**config.mk**
```make
export PLATFORM = sky130hd
export DESIGN_NAME = run_monitor_flat
export DESIGN_NICKNAME = d
export VERILOG_FILES = /design/src/rtl/run_monitor_pkg.sv /design/src/rtl/run_monitor_if.sv /design/src/rtl/run_monitor_chk_compare.sv /design/src/rtl/run_monitor.sv /design/src/flat_wrapper.sv
export SDC_FILE = /design/constraint.sdc
export NUM_CORES = 1
export LEC_CHECK = 0
export CAP_MARGIN = 20
export CORE_UTILIZATION = 46
export DETAILED_ROUTE_END_ITERATION = 8
export PLACE_DENSITY = 0.87
export SLEW_MARGIN = 25
export SYNTH_ARGS = -nofsm -noshare
export SYNTH_HDL_FRONTEND = slang
export SYNTH_SLANG_ARGS = --single-unit
```
**constraint.sdc**
```tcl
create_clock -name clk -period 7.58 [get_ports clk]
set_clock_uncertainty 0.1 [all_clocks]
set_input_delay 1.516 -clock clk [delete_from_list [all_inputs] [get_ports clk]]
set_output_delay 1.516 -clock clk [all_outputs]
set_load 0.005 [all_outputs]
```
**src/rtl/run_monitor_pkg.sv**
```systemverilog
// Shared types and widths for the run monitor: FSM states, verdict encoding,
// channel width and check-index width.
package run_monitor_pkg;

   localparam int unsigned CHW  = 32;
   localparam int unsigned IDXW = 4;

   typedef enum logic [1:0] {
      IDLE,
      RUN,
      CHECK,
      DONE
   } state_t;

   typedef enum logic [1:0] {
      V_NONE,
      V_PASS,
      V_FAIL,
      V_TIMEOUT
   } verdict_t;

endpackage

```
**src/rtl/run_monitor_if.sv**
```systemverilog
// Core-side observation bus: program counter plus the memory-write port.
interface run_monitor_if;
   import run_monitor_pkg::*;

   logic [CHW-1:0] pc;
   logic [CHW-1:0] Adr;
   logic [CHW-1:0] WriteData;
   logic           MemWrite;

   modport master (output pc, Adr, WriteData, MemWrite);
   modport slave  (input  pc, Adr, WriteData, MemWrite);

endinterface

```
**src/rtl/run_monitor_chk_compare.sv**
```systemverilog
// Parallel register-check comparator. Reports whether all channels match and
// the lowest-numbered mismatching channel.
module chk_compare
   import run_monitor_pkg::*;
#(
   parameter int unsigned NUM_CHK = 2
) (
   input  logic [NUM_CHK*CHW-1:0] chk_data,
   input  logic [NUM_CHK*CHW-1:0] chk_expect,
   output logic                   all_match,
   output logic [IDXW-1:0]        first_mismatch
);

   logic [NUM_CHK-1:0] mismatch;

   always_comb begin
      mismatch = '0;
      for (int i = 0; i < NUM_CHK; i++) begin
         mismatch[i] = (chk_data[i*CHW +: CHW] != chk_expect[i*CHW +: CHW]);
      end
   end

   // Scan high to low so the lowest mismatching index is the final winner.
   always_comb begin
      first_mismatch = '0;
      for (int i = NUM_CHK - 1; i >= 0; i--) begin
         if (mismatch[i]) first_mismatch = IDXW'(i);
      end
   end

   assign all_match = ~|mismatch;

endmodule

```
**src/rtl/run_monitor.sv**
```systemverilog
// Run controller and sticky verdict engine: cycle budget, mailbox store
// detection, PC-stall halt detection followed by a one-cycle register check.
module run_monitor
   import run_monitor_pkg::*;
#(
   parameter int unsigned    TIMEOUT_CYCLES = 1000,
   parameter int unsigned    STALL_LIMIT    = 16,
   parameter logic [CHW-1:0] MAILBOX_ADDR   = 32'h0000_00FC,
   parameter logic [CHW-1:0] PASS_VALUE     = 32'd1,
   parameter int unsigned    NUM_CHK        = 2,
   parameter int unsigned    CW             = 32
) (
   input  logic                   clk,
   input  logic                   reset,
   input  logic                   run_en,
   input  logic                   clear,
   run_monitor_if.slave           bus,
   input  logic [NUM_CHK*CHW-1:0] chk_data,
   input  logic [NUM_CHK*CHW-1:0] chk_expect,
   output logic [CW-1:0]          cycles,
   output logic                   done,
   output logic                   pass,
   output logic                   fail,
   output logic                   timeout,
   output logic [CHW-1:0]         fail_code
);

   localparam int unsigned SW = $clog2(STALL_LIMIT) + 1;

   state_t         state_q, state_n;
   verdict_t       verdict_q, verdict_n;
   logic [SW-1:0]  stall_q, stall_n;
   logic [CHW-1:0] last_pc_q, last_pc_n;
   logic [CW-1:0]  cycles_n;
   logic [CHW-1:0] code_n;

   logic            all_match;
   logic [IDXW-1:0] first_mismatch;

   chk_compare #(.NUM_CHK(NUM_CHK)) u_cmp (
      .chk_data       (chk_data),
      .chk_expect     (chk_expect),
      .all_match      (all_match),
      .first_mismatch (first_mismatch)
   );

   logic          mailbox_hit, pc_same, halt_hit, timeout_hit, cyc_sat;
   logic [CW-1:0] cycles_inc;

   assign mailbox_hit = bus.MemWrite && (bus.Adr == MAILBOX_ADDR);
   assign pc_same     = (bus.pc == last_pc_q);
   assign halt_hit    = pc_same && (stall_q == SW'(STALL_LIMIT - 1));
   assign cyc_sat     = (cycles == '1);
   assign cycles_inc  = cyc_sat ? cycles : cycles + CW'(1);
   // A saturated counter can never hit the budget, so timeout stays silent.
   assign timeout_hit = !cyc_sat && ((64'(cycles) + 64'd1) == 64'(TIMEOUT_CYCLES));

   always_comb begin
      state_n   = state_q;
      verdict_n = verdict_q;
      stall_n   = stall_q;
      last_pc_n = last_pc_q;
      cycles_n  = cycles;
      code_n    = fail_code;
      if (clear) begin
         state_n   = IDLE;
         verdict_n = V_NONE;
         stall_n   = '0;
         last_pc_n = '0;
         cycles_n  = '0;
         code_n    = '0;
      end else begin
         case (state_q)
            IDLE: begin
               if (run_en) begin
                  state_n   = RUN;
                  cycles_n  = '0;
                  stall_n   = '0;
                  last_pc_n = bus.pc;
               end
            end
            RUN: begin
               cycles_n = cycles_inc;
               if (pc_same) begin
                  stall_n = stall_q + SW'(1);
               end else begin
                  stall_n   = '0;
                  last_pc_n = bus.pc;
               end
               // Priority: mailbox, then halt, then timeout.
               if (mailbox_hit) begin
                  state_n = DONE;
                  if (bus.WriteData == PASS_VALUE) begin
                     verdict_n = V_PASS;
                     code_n    = '0;
                  end else begin
                     verdict_n = V_FAIL;
                     code_n    = bus.WriteData;
                  end
               end else if (halt_hit) begin
                  state_n = CHECK;
               end else if (timeout_hit) begin
                  state_n   = DONE;
                  verdict_n = V_TIMEOUT;
                  code_n    = '0;
               end
            end
            CHECK: begin
               state_n = DONE;
               if (all_match) begin
                  verdict_n = V_PASS;
                  code_n    = '0;
               end else begin
                  verdict_n = V_FAIL;
                  code_n    = CHW'(first_mismatch);
               end
            end
            DONE: begin
            end
            default: state_n = IDLE;
         endcase
      end
   end

   always_ff @(posedge clk or posedge reset) begin
      if (reset) begin
         state_q   <= IDLE;
         verdict_q <= V_NONE;
         stall_q   <= '0;
         last_pc_q <= '0;
         cycles    <= '0;
         fail_code <= '0;
         done      <= 1'b0;
         pass      <= 1'b0;
         fail      <= 1'b0;
         timeout   <= 1'b0;
      end else begin
         state_q   <= state_n;
         verdict_q <= verdict_n;
         stall_q   <= stall_n;
         last_pc_q <= last_pc_n;
         cycles    <= cycles_n;
         fail_code <= code_n;
         done      <= (verdict_n != V_NONE);
         pass      <= (verdict_n == V_PASS);
         fail      <= (verdict_n == V_FAIL);
         timeout   <= (verdict_n == V_TIMEOUT);
      end
   end

endmodule

```
**src/flat_wrapper.sv**
```systemverilog
// flat-port wrapper written by rule: the top's interface ports become plain ports
module run_monitor_flat import run_monitor_pkg::*;
#(
   parameter int unsigned    TIMEOUT_CYCLES = 1000,
   parameter int unsigned    STALL_LIMIT    = 16,
   parameter logic [CHW-1:0] MAILBOX_ADDR   = 32'h0000_00FC,
   parameter logic [CHW-1:0] PASS_VALUE     = 32'd1,
   parameter int unsigned    NUM_CHK        = 2,
   parameter int unsigned    CW             = 32
)
  (clk, reset, run_en, clear, chk_data, chk_expect, cycles, done, pass, fail, timeout, fail_code, bus_pc, bus_Adr, bus_WriteData, bus_MemWrite);
  run_monitor_if bus_i ();
  input  logic clk;
  input  logic reset;
  input  logic run_en;
  input  logic clear;
  input  logic [NUM_CHK*CHW-1:0] chk_data;
  input  logic [NUM_CHK*CHW-1:0] chk_expect;
  output logic [CW-1:0] cycles;
  output logic done;
  output logic pass;
  output logic fail;
  output logic timeout;
  output logic [CHW-1:0] fail_code;
  input wire logic [$bits(bus_i.pc)-1:0] bus_pc;
  input wire logic [$bits(bus_i.Adr)-1:0] bus_Adr;
  input wire logic [$bits(bus_i.WriteData)-1:0] bus_WriteData;
  input wire logic [$bits(bus_i.MemWrite)-1:0] bus_MemWrite;
  assign bus_i.pc = bus_pc;
  assign bus_i.Adr = bus_Adr;
  assign bus_i.WriteData = bus_WriteData;
  assign bus_i.MemWrite = bus_MemWrite;
  run_monitor #(.TIMEOUT_CYCLES(TIMEOUT_CYCLES), .STALL_LIMIT(STALL_LIMIT), .MAILBOX_ADDR(MAILBOX_ADDR), .PASS_VALUE(PASS_VALUE), .NUM_CHK(NUM_CHK), .CW(CW)) u_core (.clk(clk), .reset(reset), .run_en(run_en), .clear(clear), .bus(bus_i), .chk_data(chk_data), .chk_expect(chk_expect), .cycles(cycles), .done(done), .pass(pass), .fail(fail), .timeout(timeout), .fail_code(fail_code));
endmodule
```
==> flow_summary.json, run 1 <==
{
  "outcome": "finished, final reports clean",
  "worstHoldStart": "u_core.stall_q[4]",
  "p_leak_uw": 0.00393,
  "hold_viol_final": 0,
  "ys_types": 60,
  "fin_crit_sh": 0.547,
  "ant_nets": 0,
  "path_clk_slew_ns": 0.08,
  "hold_path_class": "flop to flop",
  "path_class": "primary input to flop",
  "die-area_um2": 15300,
  "synth-warning-count": 0,
  "post-route-util": 0.702,
  "cts_tree": "done",
  "yosysTopAreaCellShare": 0.400,
  "setup_viol": 0,
  "area_growth_pct": 49.0,
  "slew_viol_final": 0,
  "startpoint": "clear",
  "power_frac_seq": 0.410,
  "min_period_ns": 4.14,
  "die_w_um": 124,
  "ioPinCount": 297,
  "synthTopCellsByCount": "nand2_1, dfrtp_1, o21ai_0",
  "place.gp.congestion": 0.966,
  "synth_edf_count": 0,
  "netlist_area_um2": 6820,
  "hold_depth": 2,
  "synth_top_area_cell": "dfrtp_1",
  "drc": 0,
  "synth_seq_cells": 109,
  "reg2reg_depth": 10,
  "die_h_um": 124,
  "power_density_nw_per_um2": 158,
  "ir_drop_v": 0.000126,
  "clock-root-buffer": "clkbuf_16",
  "syn_avg_cell_area_um2": 8.92,
  "antenna_found_initial": 0,
  "io_buffer_count": 296,
  "drt_iter0_drc": 705,
  "clkPwrFrac": 0.306,
  "syn_nets": 1001,
  "drive_gt1_frac": 0.0454,
  "cts_setup_buffers": 0,
  "arrival_ns": 4.25,
  "grt_pass1_vias": 6995,
  "synth-main-ff-cell": "dfrtp_1",
  "placed_cell_area_um2": 9860,
  "post-dp-hpwl_um": 18100,
  "crit_path_start_kind": "primary input",
  "clock_sinks": 109,
  "internal_power_uw": 1110,
  "seq_area_um2": 2730,
  "clock_latency_ns": 0.35,
  "num_antenna_cells": 0,
  "synth.area.top_cells": "dfrtp_1, xnor2_1, o21ai_0",
  "rsz0062_at_grt": "false",
  "avgViaCountPerCell": 5.80,
  "post_cts_resize_count": 0,
  "worst_slew_pin_slew_ns": 0.759,
  "multi_input_area_um2": 3830,
  "finalInstanceArea_um2": 10200,
  "cp_max_fo": 51,
  "synth.most_common_cell": "nand2_1",
  "r2r_start": "u_core.cycles[0]",
  "r2r_setup_slack_ns": 3.64,
  "yosysSeqAreaShare": 0.400,
  "coreArea_um2": 14500,
  "grt_max_degree": 82,
  "r2r-end": "u_core.fail_code[4]",
  "routed_wl_um": 23300,
  "start_util": 0.471,
  "cts_buffer_depth": 2,
  "async_flop_share": 1.00,
  "hold_ws_ns": 0.391,
  "avgRoutedWirePerCell_um": 19.1,
  "synth_cells": 765,
  "fillers": 1129,
  "slew_headroom": 0.494,
  "route.vias.total": 7079,
  "numCtsBuffers": 9,
  "p_switching_uw": 498,
  "drv_cap": 0,
  "htreeDepth": 3,
  "dr.pass1.iters": 5,
  "endpoint_kind": "flop",
  "track_usage": 0.310,
  "rows": 44,
  "fin_nets": 1267,
  "hold_buffers": 0,
  "crit_path_end": "u_core.cycles[0]",
  "fin_tns_setup_ns": 0,
  "overflow": 0,
  "fmax_mhz": 241,
  "required_ns": 7.69,
  "p_sw_frac": 0.310,
  "pwr-share-comb": 0.284,
  "grt_pass1_wl_um": 36200
}
worst min path at each step:
| stage | to | slack, ns |
|---|---|---|
| 2_1_floorplan | u_core.stall_q[4] | 0.35 |
| 3_3_place_gp | u_core.stall_q[4] | 0.36 |
| 3_5_place_dp | u_core.stall_q[4] | 0.38 |
| 4_1_cts | u_core.stall_q[4] | 0.40 |
| 5_1_grt | u_core.last_pc_q[5] | 0.44 |
| 6_report | u_core.stall_q[4] | 0.39 |
worst max-delay path, stage by stage:
cell	delay, ns
clkdlybuf4s50_1	0.53
inv_2	0.33
buf_4	0.52
o211ai_1	0.33
o21ai_2	0.12
buf_4	0.34
or2_2	0.38
o21ai_0	0.15
power groups by stage:
stage,clock network [uW],registers [uW],logic (uW)
floorplan,0,658,266
global placement,0,666,441
detailed placement,0,669,451
CTS,501,658,454
global route,517,663,498
finish,491,658,455
registers in the layout, summed over array words and instances, names as in the netlist:
| register | cells |
|---|---|
| u_core.timeout | 1 |
| u_core.stall_q | 5 |
| u_core.cycles | 32 |
| u_core.pass | 1 |
| u_core.fail | 1 |
| u_core.state_q | 2 |
| u_core.fail_code | 32 |
| u_core.verdict_q | 2 |
| u_core.last_pc_q | 32 |
| u_core.done | 1 |
per-stage QoR:
stage	setup WS [ns]	std cells	power (uW)
6_report	3.44	1220	1600
5_1_grt	3.23	1220	1680
2_1_floorplan	3.09	765	924
4_1_cts	3.47	1220	1610
3_3_place_gp	3.13	1204	1110
3_5_place_dp	3.12	1204	1120
layer usage:
| metal | up-vias | share of wire | wire (um) | GRT usage |
|---|---|---|---|---|
| met5 | - | 0 | 0 | 0 |
| met4 | 0 | 0.022 | 520 | 0.0926 |
| met3 | 38 | 0.097 | 2250 | 0.0833 |
| met2 | 382 | 0.47 | 11000 | 0.509 |
| met1 | 3323 | 0.41 | 9510 | 0.399 |
| li1 | 3336 | - | - | - |
cell families after synthesis:
family          share of synthesized area
mux                               0.00605
simple gates                        0.223
xor+xnor                            0.132
buf+inv                            0.0402
fa+ha+maj                          0.0128
flops                               0.400
compound gates                      0.186
cell type report:
cell class,instances,share of cell area
repair buffers,303,0.297
well taps,184,0.0226
flip-flops and latches,109,0.268
multi-input cells,594,0.377
clock buffers,10,0.0225
inverters,14,0.00541
clock inverters,6,0.00751
cell usage in the layout (no fill, tap or decap), types with 3 or more instances in the layout:
| cell | instances |
|---|---|
| and3_1 | 7 |
| a31o_2 | 5 |
| or4_1 | 3 |
| o31a_1 | 5 |
| nor4_1 | 31 |
| nand2_1 | 112 |
| o21ai_0 | 85 |
| ha_1 | 7 |
| nor2b_1 | 4 |
| nor4b_1 | 6 |
| clkbuf_16 | 9 |
| clkdlybuf4s50_1 | 296 |
| dfrtp_1 | 109 |
| xor2_1 | 36 |
| a31oi_1 | 6 |
| mux2i_1 | 3 |
| nand3_1 | 15 |
| inv_1 | 12 |
| o31ai_1 | 19 |
| xnor2_1 | 67 |
| nand4_1 | 39 |
| a32o_1 | 30 |
| buf_4 | 6 |
| or3_1 | 5 |
| or2_2 | 5 |
| and4_1 | 6 |
| a21oi_1 | 13 |
| nor3_1 | 15 |
| and2_1 | 6 |
| nor2_1 | 28 |
Note: power is estimated with default switching activity, not from simulation.
==> inputs of run 2 (changes only) <==
CORE_UTILIZATION = 43   (was 46)
PLACE_DENSITY = 0.83   (was 0.87)
clock period = 4.3 ns   (was 7.58 ns; I/O delays follow)
==> run 2 against run 1 <==
Against the previous run: worst setup slack got worse by 2.9 ns; total power grew 73%; combinational power grew 77%; global-route usage down 3.8 points; first-iteration DRC count rose by 11%; register-to-register slack got worse by 3.1 ns; critical path type is now flop to flop; largest cell class unchanged; sequential power grew 76%.
==> flow_summary.json, run 2 (same netlist as run 1, synthesis figures left out) <==
{
  "path_clk_slew_ns": 0.08,
  "rsz0062_at_grt": "false",
  "drive_gt1_frac": 0.0491,
  "hold_buffers": 0,
  "fin_nets": 1270,
  "grt_pass1_wl_um": 34800,
  "post-dp-hpwl_um": 17100,
  "grt_pass1_vias": 6755,
  "final_common_cell": "clkdlybuf4s50_1",
  "hold_viol_final": 0,
  "fmax_mhz": 266,
  "slew_headroom": 0.429,
  "p_leak_uw": 0.00395,
  "io_buffer_count": 296,
  "fin_tns_setup_ns": 0,
  "die-area_um2": 16400,
  "start_util": 0.445,
  "fillers": 1273,
  "track_usage": 0.272,
  "slew_viol_final": 0,
  "drt_iter0_drc": 785,
  "drv_cap": 0,
  "clock-root-buffer": "clkbuf_16",
  "cts_buffer_depth": 2,
  "overflow": 0,
  "ioPinCount": 297,
  "placed_cell_area_um2": 9930,
  "rows": 45,
  "fin_crit_sh": 0.873,
  "num_antenna_cells": 0,
  "min_period_ns": 3.75,
  "drc": 0,
  "die_h_um": 128,
  "clock_latency_ns": 0.35,
  "route.vias.total": 6914,
  "die_w_um": 128,
  "finalInstanceArea_um2": 10200,
  "most-common-layout-cells": "clkdlybuf4s50_1, nand2_1, dfrtp_1, o21ai_0, xnor2_1",
  "required_ns": 4.44,
  "coreArea_um2": 15300,
  "setup_viol": 0,
  "endpoint_kind": "flop",
  "avgRoutedWirePerCell_um": 17.7,
  "grt_max_degree": 71,
  "crit_path_start_kind": "flop",
  "ant_nets": 0,
  "htreeDepth": 3,
  "hold_path_class": "flop to flop",
  "power_density_nw_per_um2": 272,
  "arrival_ns": 3.89,
  "path_class": "flop to flop",
  "cts_tree": "done",
  "outcome": "finished, final reports clean",
  "avgViaCountPerCell": 5.53,
  "numCtsBuffers": 9,
  "ir_drop_v": 0.000224,
  "largestRegisters": "u_core.cycles x32, u_core.fail_code x32, u_core.last_pc_q x32",
  "clock_sinks": 109,
  "cp_max_fo": 32,
  "dr.pass1.iters": 5,
  "place.gp.congestion": 0.991,
  "post_cts_resize_count": 0,
  "cts_setup_buffers": 0,
  "worst_slew_pin_slew_ns": 0.856,
  "routed_wl_um": 22100,
  "antenna_found_initial": 1,
  "area_growth_pct": 49.8
}
## run 2: area by class of cell
class	instances	area, um2	area share
sequential	109	2730	0.267
clock buffer	10	239	0.0234
inverter	14	55.1	0.00539
multi-input combinational	594	3830	0.375
timing repair buffer	306	3050	0.299
clock inverter	6	51.3	0.00502
tap	211	264	0.0258
## run 2: worst paths after layout
kind	start	cells after the start	end	slack (ns)
setup / recovery	u_core.cycles[0]	10	u_core.fail_code[22]	0.55
hold / removal	u_core.stall_q[4]	2	u_core.stall_q[4]	0.39
setup reg to reg	u_core.cycles[0]	10	u_core.fail_code[22]	0.55
hold reg to reg	u_core.stall_q[4]	2	u_core.stall_q[4]	0.39
max in group asynchronous	reset	3	u_core.cycles[21]	2.44
min in group asynchronous	reset	2	u_core.fail_code[3]	0.94
## run 2: report_power, final
part           internal, uW  total [uW]  switching [uW]
sequential             1100        1160            61.6
clock                   420         815             395
combinational           397         806             409
## run 2: per-stage QoR
step           utilization  hold WS [ns]  setup slack, ns  instances  power, uW
6_report             0.667         0.386            0.546       1250       2780
5_1_grt              0.667         0.418            0.309       1250       2920
4_1_cts              0.667         0.394            0.627       1250       2790
3_5_place_dp         0.648         0.376            0.641       1234       1970
3_3_place_gp         0.648         0.359            0.722       1234       1960
2_1_floorplan            -         0.349            0.466        765       1630
## run 2: per-layer routing
metal / global-route usage / vias up / share of wire
met4: 0.0644 / 2 / 0.013
met3: 0.0897 / 23 / 0.093
li1: - / 3345 / -
met1: 0.351 / 3222 / 0.43
met2: 0.442 / 322 / 0.46
met5: 0 / - / 0.00059
## run 2: worst max-delay path, stage by stage, from the launching register on
cell and delay, ns:
dfrtp_1 0.54, ha_1 0.41, nand3_1 0.16, nor4_1 0.43, nand4_1 0.16, a2111oi_0 0.57, o2111ai_2 0.29, nor4_2 0.33
o22ai_2 0.10, buf_4 0.25, a32o_1 0.30
